<file path="config.mk">
export PLATFORM = sky130hd
export DESIGN_NAME = rgb_pwm_capture
export DESIGN_NICKNAME = d
export VERILOG_FILES = /design/src/rtl/rgb_pwm_capture.sv
export SDC_FILE = /design/constraint.sdc
export NUM_CORES = 1
export LEC_CHECK = 0
export CELL_PAD_IN_SITES_DETAIL_PLACEMENT = 1
export CELL_PAD_IN_SITES_GLOBAL_PLACEMENT = 1
export CORE_UTILIZATION = 50
export CTS_CLUSTER_DIAMETER = 100
export DETAILED_ROUTE_END_ITERATION = 10
export DONT_BUFFER_PORTS = 1
export PLACE_DENSITY = 0.79
export SYNTH_ARGS = -nofsm -noshare
export SYNTH_HDL_FRONTEND = slang
export SYNTH_SLANG_ARGS = --single-unit
</file>
<file path="constraint.sdc">
create_clock -name clk -period 2.5 [get_ports clk]
set_input_delay 0.5 -clock clk [delete_from_list [all_inputs] [get_ports clk]]
set_output_delay 0.5 -clock clk [all_outputs]
set_load 0.05 [all_outputs]
</file>
<file path="src/rtl/rgb_pwm_capture.sv">
// Per-channel duty / edge / stuck monitor for the RGB LED PWM pins over fixed clk windows.
// Pin-to-act latency 2 clk; results update on the window-closing edge with a 1-cycle valid, no backpressure.
module rgb_pwm_capture #(
  parameter int WINDOW     = 12000,
  parameter int CNT_W      = 14,
  parameter int EDGE_W     = 8,
  parameter bit ACTIVE_LOW = 1'b1
) (
  input  logic              clk,
  input  logic              rst_n,
  input  logic              enable,
  input  logic              rgb_r_in,
  input  logic              rgb_g_in,
  input  logic              rgb_b_in,
  output logic [CNT_W-1:0]  on_r,
  output logic [CNT_W-1:0]  on_g,
  output logic [CNT_W-1:0]  on_b,
  output logic [EDGE_W-1:0] edges_r,
  output logic [EDGE_W-1:0] edges_g,
  output logic [EDGE_W-1:0] edges_b,
  output logic [2:0]        stuck,
  output logic              valid
);

  localparam int                WCNT_W   = (WINDOW > 1) ? $clog2(WINDOW) : 1;
  localparam int                EW1      = EDGE_W + 1;
  localparam logic [WCNT_W-1:0] WLAST    = WCNT_W'(WINDOW - 1);
  localparam logic [2:0]        IDLE_LVL = {3{ACTIVE_LOW}};

  logic [2:0]        pin;
  logic [2:0]        act;
  logic [2:0]        rise;
  logic [2:0]        sync1_q;
  logic [2:0]        sync2_q;
  logic [2:0]        act_prev_q;
  logic [WCNT_W-1:0] wcnt_q;
  logic [WCNT_W-1:0] wcnt_d;
  logic              win_end;
  logic [2:0]        stuck_q;
  logic [2:0]        stuck_d;
  logic              valid_q;
  logic              valid_d;

  logic [CNT_W-1:0]  on_acc_q   [3];
  logic [CNT_W-1:0]  on_acc_d   [3];
  logic [CNT_W-1:0]  on_out_q   [3];
  logic [CNT_W-1:0]  on_out_d   [3];
  logic [CNT_W-1:0]  on_sum     [3];
  logic [EDGE_W-1:0] edge_acc_q [3];
  logic [EDGE_W-1:0] edge_acc_d [3];
  logic [EDGE_W-1:0] edge_out_q [3];
  logic [EDGE_W-1:0] edge_out_d [3];
  logic [EDGE_W-1:0] edge_sat   [3];
  logic [EW1-1:0]    edge_sum   [3];

  assign pin     = {rgb_b_in, rgb_g_in, rgb_r_in};
  assign act     = sync2_q ^ IDLE_LVL;
  assign rise    = act & ~act_prev_q;
  assign win_end = enable && (wcnt_q == WLAST);

  // Current-cycle contribution folded in, so a closing window includes its last cycle.
  always_comb begin
    for (int i = 0; i < 3; i++) begin
      on_sum[i]   = on_acc_q[i] + CNT_W'(act[i]);
      edge_sum[i] = {1'b0, edge_acc_q[i]} + EW1'(rise[i]);
      edge_sat[i] = edge_sum[i][EDGE_W] ? {EDGE_W{1'b1}} : edge_sum[i][EDGE_W-1:0];
    end
  end

  always_comb begin
    wcnt_d  = wcnt_q;
    stuck_d = stuck_q;
    valid_d = 1'b0;
    for (int i = 0; i < 3; i++) begin
      on_acc_d[i]   = on_acc_q[i];
      edge_acc_d[i] = edge_acc_q[i];
      on_out_d[i]   = on_out_q[i];
      edge_out_d[i] = edge_out_q[i];
    end
    if (!enable) begin
      wcnt_d = '0;
      for (int i = 0; i < 3; i++) begin
        on_acc_d[i]   = '0;
        edge_acc_d[i] = '0;
      end
    end else if (win_end) begin
      wcnt_d  = '0;
      valid_d = 1'b1;
      for (int i = 0; i < 3; i++) begin
        on_out_d[i]   = on_sum[i];
        edge_out_d[i] = edge_sat[i];
        stuck_d[i]    = (edge_sat[i] == '0);
        on_acc_d[i]   = '0;
        edge_acc_d[i] = '0;
      end
    end else begin
      wcnt_d = wcnt_q + WCNT_W'(1);
      for (int i = 0; i < 3; i++) begin
        on_acc_d[i]   = on_sum[i];
        edge_acc_d[i] = edge_sat[i];
      end
    end
  end

  // Synchronizer and act_prev run regardless of enable so re-enabling sees correct edges.
  always_ff @(posedge clk or negedge rst_n) begin
    if (!rst_n) begin
      sync1_q    <= IDLE_LVL;
      sync2_q    <= IDLE_LVL;
      act_prev_q <= '0;
      wcnt_q     <= '0;
      stuck_q    <= '0;
      valid_q    <= 1'b0;
      for (int i = 0; i < 3; i++) begin
        on_acc_q[i]   <= '0;
        edge_acc_q[i] <= '0;
        on_out_q[i]   <= '0;
        edge_out_q[i] <= '0;
      end
    end else begin
      sync1_q    <= pin;
      sync2_q    <= sync1_q;
      act_prev_q <= act;
      wcnt_q     <= wcnt_d;
      stuck_q    <= stuck_d;
      valid_q    <= valid_d;
      for (int i = 0; i < 3; i++) begin
        on_acc_q[i]   <= on_acc_d[i];
        edge_acc_q[i] <= edge_acc_d[i];
        on_out_q[i]   <= on_out_d[i];
        edge_out_q[i] <= edge_out_d[i];
      end
    end
  end

  assign on_r    = on_out_q[0];
  assign on_g    = on_out_q[1];
  assign on_b    = on_out_q[2];
  assign edges_r = edge_out_q[0];
  assign edges_g = edge_out_q[1];
  assign edges_b = edge_out_q[2];
  assign stuck   = stuck_q;
  assign valid   = valid_q;

endmodule
</file>
---- Word level (Yosys, flattened, before mapping) ----
Cells that the tools add are included.
operators by class
  muxes and demuxes ....................... 11
  add/subtract/negate cells ............... 7
  reductions and logical operators ........ 5
  bitwise gates (word level) .............. 3
  equality and inequality tests ........... 1
operators by type and width
  operator                 count
  $mux W42                 2
  $mux W24                 2
  $add A14 B1 Y14          3
  $mux W14                 2
  $add A8 B1 Y9            3
  $logic_not A8 Y1         3
  $mux W8                  3
  $add A14 B1 Y14 const B  1
  $eq A14 B14 Y1 const B   1
  $not A3 Y3               2
  $and A3 B3 Y3            1
  $mux W1                  2
  $reduce_and A2 Y1        1
  $logic_and A1 B1 Y1      1
word-level totals
  register bits after elaboration ......... 159
  output and inout bits ................... 70
  input bits .............................. 6
  word-level logic and storage cells ...... 45

---- Depth between registers and ports, before layout ----
Gate-level depths: netlist of the first run.
  word-level depth ........................ 6
  depth in mapped cells ................... 8
  depth with buffers taken out ............ 8

---- Worst setup path before layout of the first run ----
Ideal clock, no wire load.
  path kind ............................... reg-to-reg
  start point ............................. register sync2_q[2]
  end point ............................... register stuck_q[2] (netlist: stuck[2])
  library setup time ...................... 83 ps
  stages on the path, launching flop included .. 7
  path buffers ............................ 0
  slack ................................... 515 ps
  data arrival time ....................... 1902 ps
  period minus slack after synthesis ...... 1985 ps
  cell sequence ........................... dfstp_2 > nor2_1 > ha_1 > ha_1 > or4_1 > or3_1 > o21ai_0
on the way
  longest elaborated chain between the ends .. 5
ends and longest elaborated chain
  what                      line  RTL
  start: declaration        34    logic [2:0] sync2_q;
  start signal: assignment  122   sync2_q <= sync1_q;
  $not A3 Y3 (no line)      n/a
  $and A3 B3 Y3             58    assign rise = act & ~act_prev_q;
  $add A8 B1 Y9             65    edge_sum[i] = {1'b0, edge_acc_q[i]} + EW1'(rise[i]);
  $mux W8                   66    edge_sat[i] = edge_sum[i][EDGE_W] ? {EDGE_W{1'b1}} : edge_sum[i][EDGE_W-1:0];
  $logic_not A8 Y1          92    stuck_d[i] = (edge_sat[i] == '0);
  end signal: assignment    125   stuck_q <= stuck_d;
  end: declaration          39    logic [2:0] stuck_q;
Every way passes these cells.
A chain may end at the register's enable or synchronous reset.

---- Worst setup path in the final report of the first run ----
  start point ............................. register sync2_q[0]
  end point ............................... register stuck_q[0] (netlist: stuck[0])
The elaborated chain is that of the path after synthesis.

==> results.cfg, run 1 <==
[layout]
diodes = 0
final_core_util = 0.5722
nets = 663
drive_above_1_share = 0.1233
layout_common_cells = 153 x nor2_1, 153 x dfrtp_1, 50 x nand2_1, 35 x nand3_1, 32 x a21oi_2
area_growth_pct = 11.53
fillers = 1474

[floorplan]
io_pins = 76
die_area_um2 = 14060
start_util = 0.5130
rows = 42
die_h_um = 118.6
core_um2 = 13240
die_w_um = 118.6

[clock_network]
clk_pin_slew_worst_paths_ns = 0.06
cts_sinks = 159
clk_latency_ns = 0.43
cts_tree = built
cts_root_buffer = clkbuf_16
htree_num_levels = 4
cts_made_buffers = 17
clk_path_buf_depth = 2
cts_resized = 0

[sta]
post-route-min-period_ns = 2.230
clock_skew_ns = 0.008119
drv_slew = 0
grt_setup_unrepaired = false
period_share = 0.8920
worst_slack_ns = 0.2699
hold_violations = 154
slew_headroom = 0.6493
tightest_slew_ns = 0.5261
final.setup.tns_ns = 0
fmax_ghz = 0.4484
finalSetupViolations = 0
holdWs_ns = -0.2322

[run]
maxCapViolCount = 0

[worst_setup_path]
r2r-start = sync2_q[0]
r2r_setup_slack_ns = 0.27
cp-end-kind = flip-flop
crit_path_max_fanout = 6
cp.required_ns = 2.84
r2r_end = stuck[0]
max_stage_delay_ns = 0.54
start_kind = flip-flop
worst_path_max_delay_cell = dfstp_2
cp_cell_sequence = nor2_1, ha_1, ha_1, nand3_1, nor2_1, nor3_1, nand3_1, o21ai_0
worstSetupPathType = reg -> reg
crit_arrival_ns = 2.57
ff2ff_path_depth = 8

[grt]
use_met3 = 0.06226
antenna_found_initial = 0
use_met1 = 0.2884
grt_util_all_layers = 0.2375
grt_max_degree = 160
grt_pass1_vias = 5041
grt_pass1_wl_um = 25900
grt-busiest-layer = met2
grt-ovfl-total = 0
globalRouteMet2Util = 0.4028

[pwr]
p_sw_mw = 1.108
swShare = 0.1977
power_frac_clock = 0.514
power_density_nw_per_um2 = 740.0
p_total_mw = 5.607
seq_power_share = 0.468
p_int_mw = 4.499
p_comb_frac = 0.019
p_leak_nw = 3.511
peakVddDrop_mv = 0.3755

[routing]
drt_first_iter_violations = 265
routed_wl_um = 15450
vias = 4631
viasPerCell = 5.559
wire_per_inst_um = 18.54
ant_nets = 0
drtPass1Iterations = 4
drc_errors = 0

[synth]
syn_nets = 660
async_flop_share = 1.000
ys_seq_elements = 159
syn_inst = 641
synth_cell_type_count = 41
postSynthAreaPerCell_um2 = 10.60
netlist_area_um2 = 6794
synthFlopType = dfrtp_1
ys_seq_area_frac = 0.5867
yosysWarnings = 0
synth_edf_count = 0

[place]
preCtsSetupSlack_ns = 0.3809
hpwl_um = 9683
place.gp.congestion = 0.8286
portBuffers = 0

[run_status]
status = finished, violations left
failed_checks = hold timing

[hold_path]
hold_path_class = in -> async
final cells by class:
| type | instances | area [um2] | area share |
|---|---|---|---|
| Clock buffer | 23 | 478.0 | 0.06308 |
| Clock inverter | 9 | 178.9 | 0.02361 |
| Tap cell | 176 | 220.2 | 0.02906 |
| Inverter | 6 | 22.52 | 0.002972 |
| Multi-Input combinational cell | 454 | 2621 | 0.3459 |
| Sequential cell | 159 | 3986 | 0.5261 |
| Timing Repair Buffer | 6 | 70.07 | 0.009247 |
power by group through the flow:
stage                     Clock (mW)  Combinational, mW  Sequential [mW]
final                           2.88              0.104             2.62
after global routing            3.04              0.116             2.62
after detailed placement           0             0.0998             2.67
after floorplan                    0             0.0728             2.66
after CTS                       2.93              0.105             2.62
after global placement             0             0.0960             2.67
routing by layer:
layer	wire [um]	part of all wire	vias to the layer above
met4	313	0.020	0
met2	7950	0.51	84
met3	636	0.041	21
li1	-	-	2150
met5	0	0	-
met1	6546	0.42	2376
how the worst max path moves through the flow:
stage	start	to
after floorplan	sync2_q[2]	stuck[2]
after global placement	sync2_q[2]	stuck[2]
after detailed placement	sync2_q[2]	stuck[2]
after CTS	sync2_q[0]	stuck[0]
after global routing	sync2_q[1]	stuck[1]
final	sync2_q[0]	stuck[0]
cells by family (layout without fill, tap and decap cells):
group,after synthesis,after routing,synth area share
AO/OA/AOI/OAI,78,78,0.07901
XOR/XNOR,56,56,0.07219
adder cells (fa/ha/maj),13,13,0.02394
buffers and inverters,28,44,0.02744
flip-flops,159,159,0.5867
multiplexers,5,5,0.007919
AND/OR/NAND/NOR,302,302,0.2028
per-stage QoR:
step,instance area (um2),cells
2_1_floorplan,6794,641
3_3_place_gp,6920,801
3_5_place_dp,6920,801
4_1_cts,7577,833
5_1_grt,7577,833
6_report,7577,833
worst max-delay path, delay by kind of cell, from the launching register on:
kind | cells | cell delay [ns]
flops | 1 | 0.54
simple gates | 5 | 0.96
fa+ha+maj | 2 | 0.48
compound gates | 1 | 0.17
state kept, by name, indices dropped and copies added (netlist names), 8 cells and up:
name and flops:
edge_acc_q 24, wcnt_q 14, on_acc_q 42, on_b 14
edges_g 8, on_g 14, edges_r 8, edges_b 8
on_r 14
repair_timing:
action,4_1_cts,5_1_grt
buffers inserted,0,0
endpoints found under the setup margin,0,0
hold endpoints to repair,159,159
cells in the mapped netlist (all sizes together) (2+ instances only):
cell / instances / area, um2
xor2: 31 / 271.5
xnor2: 25 / 219.0
ha: 13 / 162.7
and4b: 2 / 20.02
mux2: 3 / 33.78
buf: 21 / 160.2
nand4: 8 / 50.05
or4: 2 / 15.01
nor2: 153 / 574.3
and2: 5 / 31.28
nand3: 35 / 175.2
nand2: 51 / 193.9
nor3: 7 / 35.03
or3: 2 / 12.51
dfstp: 6 / 157.7
o21ai: 15 / 75.07
and3: 22 / 142.6
mux2i: 2 / 20.02
nand2b: 4 / 25.02
a21o: 3 / 22.52
inv: 6 / 22.52
a21oi: 53 / 385.4
dfrtp: 153 / 3829
and4: 10 / 90.09
(Power assumes the default switching activity.)
==> run 2, diff against run 1 <==
--- a/config.mk
+++ b/config.mk
@@ -5,6 +5,7 @@
 export SDC_FILE = /design/constraint.sdc
 export NUM_CORES = 1
 export LEC_CHECK = 0
+export ABC_CLOCK_PERIOD_IN_PS = 2500
 export CELL_PAD_IN_SITES_DETAIL_PLACEMENT = 1
 export CELL_PAD_IN_SITES_GLOBAL_PLACEMENT = 1
 export CORE_UTILIZATION = 50
@@ -12,6 +13,7 @@
 export DETAILED_ROUTE_END_ITERATION = 10
 export DONT_BUFFER_PORTS = 1
 export PLACE_DENSITY = 0.79
+export SKIP_LAST_GASP = 1
 export SYNTH_ARGS = -nofsm -noshare
 export SYNTH_HDL_FRONTEND = slang
 export SYNTH_SLANG_ARGS = --single-unit
==> results of run 2 <==
The final DEF is identical to that of run 1; final timing and power are the same.
